**config.mk**
```make
export PLATFORM = sky130hd
export DESIGN_NAME = bcd_timer_display
export DESIGN_NICKNAME = d
export VERILOG_FILES = /design/src/rtl/bcd_timer_pkg.sv /design/src/rtl/bcd_timer_display_seg7_digit.sv /design/src/rtl/bcd_timer_display.sv
export SDC_FILE = /design/constraint.sdc
export NUM_CORES = 1
export LEC_CHECK = 0
export BUFFER_PORTS_ARGS = -buffer_cell sky130_fd_sc_hd__buf_2
export CORE_MARGIN = 2
export CORE_UTILIZATION = 60
export CTS_CLUSTER_DIAMETER = 40
export DETAILED_ROUTE_END_ITERATION = 7
export HOLD_SLACK_MARGIN = 0.02
export PLACE_DENSITY_LB_ADDON = 0.3
export SLEW_MARGIN = 20
export SYNTH_ARGS = -nofsm -noshare
export SYNTH_HDL_FRONTEND = slang
export SYNTH_SLANG_ARGS = --single-unit
```
**constraint.sdc**
```tcl
create_clock -name clk -period 8.05 [get_ports clk]
set_input_delay 1.61 -clock clk [delete_from_list [all_inputs] [get_ports clk]]
set_output_delay 1.61 -clock clk [all_outputs]
set_load 0.1 [all_outputs]
```
**src/rtl/bcd_timer_pkg.sv**
```systemverilog
// rtl/bcd_timer_pkg.sv - shared widths, digit type and seven-segment patterns
package bcd_timer_pkg;

  localparam int COUNT_W   = 14;
  localparam int MAX_COUNT = 9999;

  typedef logic [3:0] digit_t;

  // Active-high patterns, bit order {g,f,e,d,c,b,a}
  localparam logic [6:0] SEG_0     = 7'b0111111;
  localparam logic [6:0] SEG_1     = 7'b0000110;
  localparam logic [6:0] SEG_2     = 7'b1011011;
  localparam logic [6:0] SEG_3     = 7'b1001111;
  localparam logic [6:0] SEG_4     = 7'b1100110;
  localparam logic [6:0] SEG_5     = 7'b1101101;
  localparam logic [6:0] SEG_6     = 7'b1111101;
  localparam logic [6:0] SEG_7     = 7'b0000111;
  localparam logic [6:0] SEG_8     = 7'b1111111;
  localparam logic [6:0] SEG_9     = 7'b1101111;
  localparam logic [6:0] SEG_BLANK = 7'b0000000;

  function automatic digit_t clamp_digit(input digit_t d);
    return (d > 4'd9) ? 4'd9 : d;
  endfunction

endpackage

```
**src/rtl/bcd_timer_display_seg7_digit.sv**
```systemverilog
// rtl/bcd_timer_display_seg7_digit.sv - one BCD digit to seven-segment decoder
import bcd_timer_pkg::*;

module seg7_digit #(
  parameter bit SEG_ACTIVE_LOW = 1'b1
) (
  input  digit_t     digit_i,
  output logic [6:0] seg_o
);

  logic [6:0] pattern;

  always_comb begin
    pattern = SEG_BLANK;
    case (digit_i)
      4'd0: pattern = SEG_0;
      4'd1: pattern = SEG_1;
      4'd2: pattern = SEG_2;
      4'd3: pattern = SEG_3;
      4'd4: pattern = SEG_4;
      4'd5: pattern = SEG_5;
      4'd6: pattern = SEG_6;
      4'd7: pattern = SEG_7;
      4'd8: pattern = SEG_8;
      4'd9: pattern = SEG_9;
      default: pattern = SEG_BLANK;
    endcase
  end

  assign seg_o = SEG_ACTIVE_LOW ? ~pattern : pattern;

endmodule

```
**src/rtl/bcd_timer_display.sv**
```systemverilog
// rtl/bcd_timer_display.sv - four-digit BCD up-counter / countdown timer with 7-segment outputs
import bcd_timer_pkg::*;

module bcd_timer_display #(
  parameter int TICK_DIV       = 50_000_000,
  parameter bit SEG_ACTIVE_LOW = 1'b1
) (
  input  logic        clk,
  input  logic        rst,
  input  logic        mode,
  input  logic        load,
  input  logic [15:0] preset_bcd,
  output logic        done,
  output logic [6:0]  seg1,
  output logic [6:0]  seg2,
  output logic [6:0]  seg3,
  output logic [6:0]  seg4
);

  localparam int PW = (TICK_DIV > 1) ? $clog2(TICK_DIV) : 1;
  localparam logic [PW-1:0] PS_LAST = PW'(TICK_DIV - 1);

  logic               run_mode_q;
  logic [COUNT_W-1:0] limit_q;
  logic [COUNT_W-1:0] count_q, count_d;
  logic [PW-1:0]      presc_q;
  logic [COUNT_W-1:0] preset_bin;
  logic               tick;
  digit_t             dig [4];

  // Out-of-range nibbles clamp to 9 so any preset lands in 0..9999
  always_comb begin
    preset_bin = COUNT_W'(clamp_digit(preset_bcd[15:12])) * COUNT_W'(1000)
               + COUNT_W'(clamp_digit(preset_bcd[11:8]))  * COUNT_W'(100)
               + COUNT_W'(clamp_digit(preset_bcd[7:4]))   * COUNT_W'(10)
               + COUNT_W'(clamp_digit(preset_bcd[3:0]));
  end

  assign tick = (presc_q == PS_LAST);

  always_comb begin
    count_d = count_q;
    if (run_mode_q) begin
      if (count_q != '0) count_d = count_q - COUNT_W'(1);
    end else begin
      if (count_q < limit_q) count_d = count_q + COUNT_W'(1);
    end
  end

  always_ff @(posedge clk) begin
    if (rst || load) begin
      run_mode_q <= mode;
      limit_q    <= preset_bin;
      count_q    <= mode ? preset_bin : '0;
      presc_q    <= '0;
    end else begin
      presc_q <= tick ? '0 : presc_q + PW'(1);
      if (tick) count_q <= count_d;
    end
  end

  assign done = run_mode_q ? (count_q == '0) : (count_q == limit_q);

  always_comb begin
    dig[3] = digit_t'(count_q / COUNT_W'(1000));
    dig[2] = digit_t'((count_q / COUNT_W'(100)) % COUNT_W'(10));
    dig[1] = digit_t'((count_q / COUNT_W'(10)) % COUNT_W'(10));
    dig[0] = digit_t'(count_q % COUNT_W'(10));
  end

  seg7_digit #(.SEG_ACTIVE_LOW(SEG_ACTIVE_LOW)) u_dig1 (.digit_i(dig[3]), .seg_o(seg1));
  seg7_digit #(.SEG_ACTIVE_LOW(SEG_ACTIVE_LOW)) u_dig2 (.digit_i(dig[2]), .seg_o(seg2));
  seg7_digit #(.SEG_ACTIVE_LOW(SEG_ACTIVE_LOW)) u_dig3 (.digit_i(dig[1]), .seg_o(seg3));
  seg7_digit #(.SEG_ACTIVE_LOW(SEG_ACTIVE_LOW)) u_dig4 (.digit_i(dig[0]), .seg_o(seg4));

endmodule

```
* Yosys cells after proc, flatten, opt, wreduce, memory -nomap -nowiden *
Memories as Yosys holds them, arrays and structs flattened.
Cells that the tools add are included.

operators by class
  add/sub/neg operators = 6
  multiply operators = 3
  div/mod/pow operators = 6
  magnitude comparators = 5
  equal/unequal tests = 3
  mux-type cells = 11
  bitwise operators = 4
  reductions and logical operators = 7

operator list
  kind                                                     count
  two-way mux 14 bit                                       6
  remainder unit 14 x 4 -> 14 bit (second input constant)  3
  inverter 7 bit                                           4
  adder 26 x 1 -> 26 bit (second input constant)           1
  == test 26 bit (second input constant)                   1
  greater-than comparator 4 bit (second input constant)    4
  two-way mux 4 bit                                        4
  adder 14 x 1 -> 14 bit (second input constant)           1
  adder 14 x 11 -> 14 bit                                  1
  adder 14 x 4 -> 14 bit                                   1
  adder 14 x 8 -> 14 bit                                   1
  divider 14 x 10 -> 14 bit (second input constant)        1
  divider 14 x 4 -> 14 bit (second input constant)         1
  divider 14 x 7 -> 14 bit (second input constant)         1
  == test 14 bit                                           1
  logical NOT 14 bit                                       1
  less-than comparator 14 bit                              1
  nonzero test 14 bit                                      1
  subtractor 14 x 1 -> 14 bit (second input constant)      1
  multiplier 4 x 7 -> 11 bit (second input constant)       1
  multiplier 4 x 5 -> 9 bit (second input constant)        1
  multiplier 4 x 3 -> 7 bit (second input constant)        1
  inequality test 3 x 1 -> 1 bit (second input constant)   1
  AND reduction 3 bit                                      1
  5 further kinds                                          5

word-level totals
  flip-flop bits (word level) = 55
  memory bits (read-only) = 448
  bits of input ports = 20
  output and inout bits = 29
  logic and storage cells = 53
  memories = 4

memory list
  name              depth  width  read ports  clocked after Yosys merged registers in  write ports  line                                RTL
  (name not given)  16     7      1           0                                        0            bcd_timer_display_seg7_digit.sv:15  case (digit_i)
  (name not given)  16     7      1           0                                        0            bcd_timer_display_seg7_digit.sv:15
  (name not given)  16     7      1           0                                        0            bcd_timer_display_seg7_digit.sv:15
  (name not given)  16     7      1           0                                        0            bcd_timer_display_seg7_digit.sv:15

* Depth between registers and ports, before layout *
Gate-level depths: netlist of the first run.

  depth after elaboration = 8
  depth in mapped cells = 33
  gate-level depth less buffers = 29

* Modules after synthesis *
Synthesis of the first run repeated with hierarchy kept, for this count alone.

second synthesis, totals
  cell total of the unflattened synthesis = 1239
  area total of the unflattened synthesis = 9584.2 µm²

by module, submodules not included
  module             instances  cells each  area an instance (µm²)  sequential area each (µm²)
  bcd_timer_display  1          1127        8823.5                  1391.3
  seg7_digit         4          28          190.2                   0.0

* Worst setup path after synthesis of the first run *
No wires, ideal clock.

  path type = reg-to-output
  start = register count_q[12]
  end = output seg2[1]
  arrival = 7.665 ns
  data required time = 6.440 ns
  path slack = -1.225 ns
  cell stages (with the launch flop) = 25
  buffers on the path = 2
  cells stage by stage = edfxtp_1 buf_6 or3b_4 a31oi_4 a2111oi_0 or2_1 a2111oi_4 a21oi_2 a211oi_4 nand2_2 a31oi_1 o211a_4 inv_4 o311a_1 a31o_2 buf_2 nor3_1 o31a_1 nor3_1 or2_2 ha_1 nor2_1 a22oi_4 nor2b_1 o31ai_1

between the ends
  word-level cells in the longest chain between the ends = 4

RTL lines
  what                             line                                RTL
  start: declaration               bcd_timer_display.sv:25             logic [COUNT_W-1:0] count_q, count_d;
  start signal: assignment         bcd_timer_display.sv:54             count_q <= mode ? preset_bin : '0;
  start signal: assignment         bcd_timer_display.sv:58             if (tick) count_q <= count_d;
  divider 14 x 7 -> 14 bit         bcd_timer_display.sv:66             dig[2] = digit_t'((count_q / COUNT_W'(100)) % COUNT_W'(10));
  remainder unit 14 x 4 -> 14 bit  bcd_timer_display.sv:66
  memory (16 x 7 bit)              n/a
  inverter 7 bit                   bcd_timer_display_seg7_digit.sv:30  assign seg_o = SEG_ACTIVE_LOW ? ~pattern : pattern;
  end: declaration                 bcd_timer_display.sv:15             output logic [6:0] seg2,

Every way passes these cells.

* Final worst setup path of the first run *
  start = register count_q[12]
  end = output seg2[3]

Same word-level chain as after synthesis.

==> run_results.csv, run 1 <==
group,metric,value,unit
cells_and_area,final_nets,1488,
detailed_routing,wl,29100,µm
floorplanning,placeableCoreArea,15300,µm²
grt,grt_max_degree,47,
synthesis,ys_warn_count,0,
detailed_routing,wl_per_cell,18.6,µm
detailed_routing,dr.pass1.iters,7,
cells_and_area,nFillCells,968,
synthesis,syn_nets,1366,
synthesis,synth_area_leaders,"ha_1 (14%), edfxtp_1 (9.2%), xnor2_1 (6.3%)",
flow_run,drv_cap,0,
synthesis,synthTopCellsByCount,"nor2_1 (110), ha_1 (104), inv_1 (97)",
cells_and_area,post-route-util,79.6,%
floorplanning,pin_count,49,
detailed_routing,vias_per_cell,6.53,
cells_and_area,antenna_cells,0,
timing,setup_ws,-0.810,ns
synthesis,synth_area_leader_cell,"ha_1",
clock_network,clk_latency,0.30,ns
synthesis,ys.flop_type,"edfxtp_1",
timing,timing.fmax,113,MHz
synthesis,yosysSeqAreaShare,14.7,%
cells_and_area,area_delta_synth_final,28.9,%
synthesis,async_flop_share,0,%
synthesis,ys_seq_elements,55,
timing,fin_crit_sh,110,%
clock_network,htreeDepth,2,
outcome,status,"complete, but fails checks",
clock_network,cts_hold_buf,0,
timing,final-max-slew-violation-count,0,
place,dp_slack,-0.00739,ns
floorplanning,initial_core_util,61.7,%
clock_network,cts.path.max_buffers,2,
cells_and_area,fin_area,12200,µm²
floorplanning,die_h,130,µm
timing,max_slew_margin,35.0,%
synthesis,syn_area,9460,µm²
floorplanning,die_w,130,µm
clock_network,cts_inserted_buffers,5,
critical_path,start_kind,"flip-flop",
critical_path,rrSetupSlack,4.33,ns
timing,worst_pin_slew,0.967,ns
critical_path,crit_type,"reg2out",
cells_and_area,layout-drive-gt1-share,27.4,%
critical_path,endpoint_kind,"primary output",
place,port_buffers,48,
worst_hold_path,min-delay-path-class,"reg2reg",
grt,grt_pass1_vias,8908,
synthesis,yosysMostFrequentCell,"nor2_1",
timing,hold_violations,0,
floorplanning,std_cell_rows,45,
clock_network,cts.sinks,55,
timing,final.setup_skew,0.00294,ns
grt,grt-ovfl-total,0,
detailed_routing,dr.first_iter.drc_count,1094,
place,hpwl,17900,µm
synthesis,ys_types,107,
place,dpl_cell_area,10600,µm²
clock_network,path_clk_slew,0.07,ns
clock_network,cts_root_buffer,"clkbuf_16",
detailed_routing,vias,10182,
grt,antenna_found_initial,0,
place,gp_congestion,0.917,
timing,min_period,8.86,ns
critical_path,crit_fanout,5,
grt,grt_util_all_layers,28.7,%
detailed_routing,route.detailed.drc,0,
critical_path,critPathRequiredTime,6.44,ns
timing,rsz0062_at_grt,"yes",
grt,grt_pass1_wl,40200,µm
clock_network,cts_tree,"yes",
detailed_routing,drtAntennaViolNets,0,
synthesis,synth_edf_count,29,
synthesis,syn_inst,1226,
synthesis,synth.avg_cell_area,7.71,µm²
outcome,violations,"negative setup slack",
critical_path,crit_arrival,7.25,ns
floorplanning,die_area,16800,µm²
timing,setup_viol,16,
synthesis,synth_top_area_share,13.8,%
-- kinds of logic (layout without fill, tap and decap cells) --
kind of cell | count (synthesis) | after routing | share of synthesized area [%]
AOI/OAI and AO/OA | 360 | 360 | 27.1
DFF | 55 | 55 | 14.7
xor gates and xnor gates | 94 | 94 | 9.01
buffers and inverters | 170 | 293 | 7.34
and+or+nand+nor | 394 | 394 | 21.0
muxes | 24 | 24 | 2.67
adders and majority gates | 129 | 129 | 18.1
-- critical path, cell delays in order (launching register included) --
cell,delay (ns)
edfxtp_1,0.42
buf_4,0.15
or3b_4,0.41
a31oi_4,0.30
a2111oi_4,0.07
or2_4,0.29
a2111oi_4,0.56
buf_4,0.21
a21oi_4,0.07
a211oi_4,0.37
buf_4,0.19
buf_4,0.10
nand3_1,0.12
o221ai_1,0.31
and3_1,0.30
a21oi_2,0.12
xnor2_1,0.26
o221ai_2,0.21
o31a_1,0.42
nor2_1,0.21
mux2i_1,0.31
a31oi_4,0.15
inv_2,0.13
ha_4,0.14
o21ai_0,0.09
a221o_1,0.37
a2bb2oi_2,0.40
buf_12,0.24
-- metal layers --
| metal | vias up | track usage, % | share of wire, % |
|---|---|---|---|
| li1 | 4677 | - | - |
| met1 | 4715 | 34.6 | 37 |
| met4 | 0 | 9.17 | 5.3 |
| met5 | - | 0 | 0 |
| met2 | 593 | 53.4 | 49 |
| met3 | 197 | 2.89 | 8.0 |
-- cell type report --
class	instances	area, µm²	area share (%)
Timing Repair Buffer	184	1750	14.3
Clock buffer	5	125	1.03
Inverter	101	387	3.17
Clock inverter	3	22.5	0.185
Tap cell	211	264	2.17
Multi-Input combinational cell	1001	8250	67.7
Sequential cell	55	1390	11.4
-- registers in the layout, indices dropped and copies added, names as in the netlist --
register,flops
count_q,14
limit_q,14
presc_q,26
run_mode_q,1
-- layout by cell type (no fill, tap or decap), types with 6 or more instances in the layout --
master,count
a21oi_4,8
buf_12,25
a31oi_4,8
o211ai_1,10
o21ai_0,66
fa_1,16
nand2b_1,17
buf_6,17
xnor2_2,6
nand2_1,78
and3_1,11
or2_2,7
dfxtp_1,26
a21o_1,16
and2_1,13
nand3_1,48
o21a_1,11
o21bai_1,16
nor2b_1,9
buf_4,114
clkbuf_16,7
inv_1,94
a21oi_2,14
a31o_2,8
mux2i_1,15
nor3_1,23
nand4_1,11
maj3_1,6
o2111ai_1,6
edfxtp_1,29
buf_2,24
o21ai_1,14
nor2_1,105
xor2_1,23
a21oi_1,56
ha_1,96
a211oi_1,8
xnor2_1,62
a31oi_1,12
-- stage by stage --
stage / instances / hold WS [ns] / setup TNS, ns
after floorplan: 1226 / 0.442 / -0.710
after CTS: 1513 / 0.493 / -0.0234
after global placement: 1479 / 0.459 / 0
after detailed placement: 1479 / 0.468 / -0.00739
final: 1560 / 0.489 / -5.31
after global routing: 1560 / 0.508 / -8.47
-- worst paths after layout --
path	endpoint	cells after the start	startpoint
setup / recovery	seg2[3]	27	count_q[12]
hold / removal	presc_q[0]	1	presc_q[0]
setup reg to reg	count_q[13]	15	run_mode_q
hold reg to reg	presc_q[0]	1	presc_q[0]
-- repair_timing --
item | CTS | global route
buffers inserted | 26 | 46
pin swaps | 20 | 55
resized for setup | 36 | 140
gates cloned | 0 | 1
endpoints found under the setup margin | 14 | 26
Power of run 1 is not shown: default switching activity piles up to over one toggle a cycle in this logic, so the estimate is an artifact.
==> inputs of run 2 (changes only) <==
--- a/config.mk
+++ b/config.mk
@@ -5,13 +5,14 @@
 export SDC_FILE = /design/constraint.sdc
 export NUM_CORES = 1
 export LEC_CHECK = 0
-export BUFFER_PORTS_ARGS = -buffer_cell sky130_fd_sc_hd__buf_2
+export BUFFER_PORTS_ARGS = -buffer_cell sky130_fd_sc_hd__buf_4
 export CORE_MARGIN = 2
 export CORE_UTILIZATION = 60
 export CTS_CLUSTER_DIAMETER = 40
 export DETAILED_ROUTE_END_ITERATION = 7
 export HOLD_SLACK_MARGIN = 0.02
 export PLACE_DENSITY_LB_ADDON = 0.3
+export RECOVER_POWER = 100
 export SLEW_MARGIN = 20
 export SYNTH_ARGS = -nofsm -noshare
 export SYNTH_HDL_FRONTEND = slang
==> run_results.csv, run 2 (same netlist as run 1, synthesis figures left out) <==
group,metric,value,unit
timing,min_period,8.58,ns
cells_and_area,post-route-util,77.5,%
place,dpl_cell_area,10400,µm²
cells_and_area,multi_input_comb_area,8140,µm²
worst_hold_path,min-delay-path-class,"reg2reg",
detailed_routing,dr.pass1.iters,5,
cells_and_area,layout-drive-gt1-share,25.9,%
detailed_routing,wl,27200,µm
flow_run,drv_cap,1,
critical_path,cpMostUsedCell,"buf_6",
critical_path,critPathRequiredTime,6.44,ns
timing,setup_viol,14,
critical_path,start_kind,"flip-flop",
critical_path,cpMaxStageDelayCell,"and3_1",
detailed_routing,vias,10001,
clock_network,cts_tree,"yes",
clock_network,clk_latency,0.29,ns
floorplanning,pin_count,49,
cells_and_area,largest_register_ff_count,26,
cells_and_area,seq_area,1390,µm²
grt,grt_max_degree,47,
floorplanning,placeableCoreArea,15300,µm²
clock_network,htreeDepth,2,
timing,timing.fmax,117,MHz
timing,rsz0062_at_grt,"yes",
outcome,violations,"max-capacitance violations, max-slew violations, negative setup slack",
timing,final.setup_skew,0.00455,ns
clock_network,path_clk_slew,0.07,ns
cells_and_area,antenna_cells,0,
timing,hold_violations,0,
detailed_routing,dr.first_iter.drc_count,891,
timing,finalSetupTns,-3.19,ns
timing,max_slew_margin,-59.3,%
grt,grt_util_all_layers,28.3,%
critical_path,crit_arrival,6.97,ns
timing,fin_crit_sh,107,%
cells_and_area,layout_common_cells,"buf_4 (145), nor2_1 (106), ha_1 (96)",
grt,grt_pass1_wl,40300,µm
critical_path,crit_fanout,7,
clock_network,cts_hold_buf,0,
clock_network,cts.path.max_buffers,2,
place,dp.cells,1488,
floorplanning,die_h,130,µm
critical_path,crit_type,"reg2out",
detailed_routing,drtAntennaViolNets,0,
grt,grt-ovfl-total,0,
cells_and_area,max_flop_register,"presc_q",
floorplanning,initial_core_util,61.7,%
grt,grt_pass1_vias,8987,
cells_and_area,fin_area,11900,µm²
timing,final-max-slew-violation-count,47,
cells_and_area,nFillCells,1036,
clock_network,cts_inserted_buffers,5,
grt,antenna_found_initial,1,
detailed_routing,vias_per_cell,6.41,
floorplanning,std_cell_rows,45,
outcome,status,"complete, but fails checks",
floorplanning,die_area,16800,µm²
cells_and_area,stdcell_count,1560,
cells_and_area,area_delta_synth_final,25.5,%
place,hpwl,17900,µm
timing,worst_pin_slew,2.39,ns
cells_and_area,final_common_cell,"buf_4",
critical_path,endpoint_kind,"primary output",
place,gp_congestion,0.946,
place,port_buffers,48,
cells_and_area,final_nets,1488,
timing,setup_ws,-0.532,ns
clock_network,cts.sinks,55,
clock_network,cts_root_buffer,"clkbuf_16",
critical_path,critPathMaxStageDelay,0.49,ns
detailed_routing,route.detailed.drc,0,
detailed_routing,wl_per_cell,17.4,µm
floorplanning,die_w,130,µm
cells_and_area,largestRegisters,"presc_q: 26 flops, count_q: 14 flops, limit_q: 14 flops",
## run 2: path summary, 6_finish.rpt
path / startpoint / slack (ns) / depth (start not counted) / endpoint
setup / recovery: count_q[11] / -0.53 / 28 / seg2[6]
hold / removal: presc_q[0] / 0.48 / 1 / presc_q[0]
setup reg to reg: run_mode_q / 4.24 / 15 / count_q[13]
hold reg to reg: presc_q[0] / 0.48 / 1 / presc_q[0]
## run 2: per-layer routing
metal  GRT usage (%)  wire length [µm]  vias to the layer above
li1                -                 -                     4690
met1            36.1             11100                     4732
met2            51.1             13400                      459
met3            2.48              1770                      120
met4            8.35              1000                        0
met5               0                 0                        -
## run 2: final cells by class
class	count	share of cell area, %
Inverter	101	3.25
Clock buffer	6	1.09
Timing Repair Buffer	184	13.0
Clock inverter	2	0.148
Tap cell	211	2.22
Sequential cell	55	11.7
Multi-Input combinational cell	1001	68.6
## run 2: critical path: cells and delay by family, from the launching register on
family / cells / cell delay, ns
AOI/OAI and AO/OA: 10 / 2.20
DFF: 1 / 0.48
muxes: 2 / 0.37
and+or+nand+nor: 6 / 1.70
adders and majority gates: 3 / 0.73
buffers and inverters: 7 / 1.19
## run 2: metrics by stage
step	setup WS [ns]	hold slack, ns
after floorplan	-0.381	0.442
after global placement	0.0575	0.457
after detailed placement	-0.0494	0.469
after CTS	-0.0812	0.486
after global routing	-0.765	0.504
final	-0.532	0.481
## run 2: repair_timing
| action | in CTS | in global routing |
|---|---|---|
| gates resized for setup | 42 | 136 |
| setup endpoints to repair | 16 | 27 |
| pin swaps | 11 | 44 |
| setup buffers | 23 | 41 |
Power of run 2 is left out for the same reason.
==> inputs of run 3 (changes only) <==
--- a/config.mk
+++ b/config.mk
@@ -16,4 +16,5 @@
 export SLEW_MARGIN = 20
 export SYNTH_ARGS = -nofsm -noshare
 export SYNTH_HDL_FRONTEND = slang
+export SYNTH_HIERARCHICAL = 1
 export SYNTH_SLANG_ARGS = --single-unit
==> run_results.csv, run 3 <==
group,metric,value,unit
outcome,status,"complete, but fails checks",
outcome,violations,"max-capacitance violations, max-slew violations, negative setup slack",
clock_network,htreeDepth,2,
timing,worst_pin_slew,2.37,ns
clock_network,cts_root_buffer,"clkbuf_16",
grt,grt_pass1_wl,40500,µm
cells_and_area,layout-drive-gt1-share,26.6,%
place,dp.cells,1505,
timing,timing.fmax,123,MHz
worst_hold_path,whs_path_depth,1,
critical_path,cpMaxStageDelayCell,"edfxtp_1",
timing,setup_viol,6,
cells_and_area,layout_common_cells,"buf_4 (130), inv_1 (104), ha_1 (95)",
grt,grt-ovfl-total,0,
cells_and_area,stdcell_count,1576,
grt,grt_util_all_layers,28.4,%
synthesis,synth.avg_cell_area,7.74,µm²
detailed_routing,drtAntennaViolNets,0,
cells_and_area,final_common_cell,"buf_4",
clock_network,cts_inserted_buffers,5,
timing,setup_ws,-0.0979,ns
flow_run,drv_cap,1,
critical_path,crit_type,"reg2out",
clock_network,cts.path.max_buffers,2,
synthesis,synth_edf_count,29,
grt,antenna_found_initial,0,
cells_and_area,final_nets,1497,
timing,max_slew_margin,-57.9,%
cells_and_area,fin_area,12000,µm²
floorplanning,die_w,130,µm
detailed_routing,route.detailed.drc,0,
critical_path,start_kind,"flip-flop",
detailed_routing,wl,27100,µm
timing,hold_violations,0,
clock_network,cts_tree,"yes",
timing,final-max-slew-violation-count,46,
floorplanning,placeableCoreArea,15800,µm²
critical_path,critPathRequiredTime,6.44,ns
place,hpwl,18300,µm
clock_network,cts_hold_buf,0,
clock_network,clk_latency,0.29,ns
cells_and_area,nFillCells,1152,
floorplanning,initial_core_util,60.8,%
detailed_routing,wl_per_cell,17.2,µm
critical_path,r2r_cells,15,
detailed_routing,dr.first_iter.drc_count,883,
detailed_routing,vias,9969,
critical_path,critPathTopFamily,"compound AO/OA/AOI/OAI gates",
synthesis,async_flop_share,0,%
timing,min_period,8.15,ns
synthesis,synthTopCellsByCount,"inv_1 (110), ha_1 (102), nor2_1 (97)",
timing,whs,0.461,ns
synthesis,ys_types,118,
cells_and_area,antenna_cells,0,
critical_path,critPathMaxStageDelay,0.55,ns
synthesis,yosysSeqAreaShare,14.5,%
floorplanning,die_area,17000,µm²
timing,final.setup_skew,0.00518,ns
cells_and_area,largest_register_ff_count,26,
cells_and_area,largestRegisters,"presc_q: 26 flops, count_q: 14 flops, limit_q: 14 flops",
critical_path,crit_fanout,9,
critical_path,cp.buffers_inverters,6,
grt,grt_pass1_vias,9050,
synthesis,synth_area_leader_cell,"ha_1",
synthesis,syn_area,9580,µm²
place,gp_congestion,0.981,
critical_path,crit_arrival,6.54,ns
clock_network,cts.sinks,55,
floorplanning,std_cell_rows,46,
worst_hold_path,min-delay-path-class,"reg2reg",
grt,grt_max_degree,46,
synthesis,syn_inst,1239,
timing,fin_crit_sh,101,%
place,port_buffers,48,
detailed_routing,vias_per_cell,6.33,
synthesis,ys_seq_elements,55,
critical_path,endpoint_kind,"primary output",
critical_path,cp.depth,32,
synthesis,synth_area_leaders,"ha_1 (13%), edfxtp_1 (9.1%), xnor2_1 (5.5%)",
cells_and_area,post-route-util,75.8,%
cells_and_area,area_delta_synth_final,24.8,%
synthesis,syn_nets,1377,
detailed_routing,dr.pass1.iters,5,
timing,rsz0062_at_grt,"yes",
clock_network,path_clk_slew,0.07,ns
synthesis,synth_top_area_share,13.3,%
cells_and_area,max_flop_register,"presc_q",
floorplanning,pin_count,49,
synthesis,yosysMostFrequentCell,"inv_1",
synthesis,ys.flop_type,"edfxtp_1",
synthesis,ys_warn_count,6,
floorplanning,die_h,130,µm
place,dpl_cell_area,10600,µm²
run 3: changes by cell type after synthesis, moves of 6 or more:
cell | before | now
and2_1 | 17 | 8
clkbuf_1 | 41 | 34
xnor2_1 | 68 | 60
inv_1 | 97 | 110
nor2_1 | 110 | 97
buf_6 | 2 | 9
nand2b_1 | 18 | 30
nand3_1 | 48 | 59
a31oi_1 | 19 | 27
nand2_1 | 81 | 68
inv_2 | 0 | 6
run 3: routing by layer:
layer | wire [µm] | track usage [%]
met1 | 11000 | 35.8
met3 | 1660 | 2.08
met2 | 13600 | 51.4
met5 | 0 | 0
met4 | 960 | 9.95
run 3: final cells by class:
type	instances	area [µm²]	share of cell area (%)
inverters	117	449	3.76
well taps	216	270	2.26
repair buffers	185	1590	13.3
clock inverters	1	8.76	0.0732
multi-input cells	995	8090	67.7
clock buffers	7	154	1.29
flip-flops and latches	55	1390	11.6
run 3: kinds of logic after synthesis:
| family | count (synthesis) | share of synthesized area [%] |
|---|---|---|
| adder cells (fa/ha/maj) | 125 | 17.4 |
| multiplexers | 15 | 1.62 |
| XOR/XNOR | 87 | 8.03 |
| AO/OA/AOI/OAI | 372 | 28.4 |
| AND/OR/NAND/NOR | 396 | 21.4 |
| buffers and inverters | 189 | 8.59 |
| flip-flops | 55 | 14.5 |
run 3: through the flow:
stage	setup WS (ns)	TNS (ns)
floorplan	-0.457	-0.870
global placement	0.116	0
detailed placement	-0.0114	-0.0114
CTS	-0.0413	-0.0861
global route	-0.334	-3.48
finish	-0.0979	-0.362
run 3: final timing paths:
| path | start | endpoint | slack (ns) |
|---|---|---|---|
| worst max-delay path | count_q[11] | seg2[3] | -0.1 |
| worst min-delay path | presc_q[0] | presc_q[0] | 0.46 |
| worst max register to register | run_mode_q | count_q[13] | 4.38 |
| worst min register to register | presc_q[0] | presc_q[0] | 0.46 |
run 3: timing repair:
action,4_1_cts,5_1_grt
resized for setup,39,131
endpoints found under the hold margin,0,0
pin swaps,11,54
buffers inserted,21,40
endpoints found under the setup margin,21,27
gates cloned,0,2
run 3: worst reg2reg max path: stages, from the launching register on:
cell and delay (ns):
edfxtp_1 0.79, ha_1 0.35, a21o_1 0.15, a21oi_1 0.21, o21bai_1 0.10, a21oi_1 0.23
o21bai_1 0.09, a21oi_1 0.25, o21bai_1 0.10, a21oi_1 0.21, o21bai_1 0.09, a21oi_1 0.26
o21bai_1 0.10, a21oi_1 0.18, xnor2_1 0.13, o21ai_0 0.09
Power of run 3 is left out for the same reason.
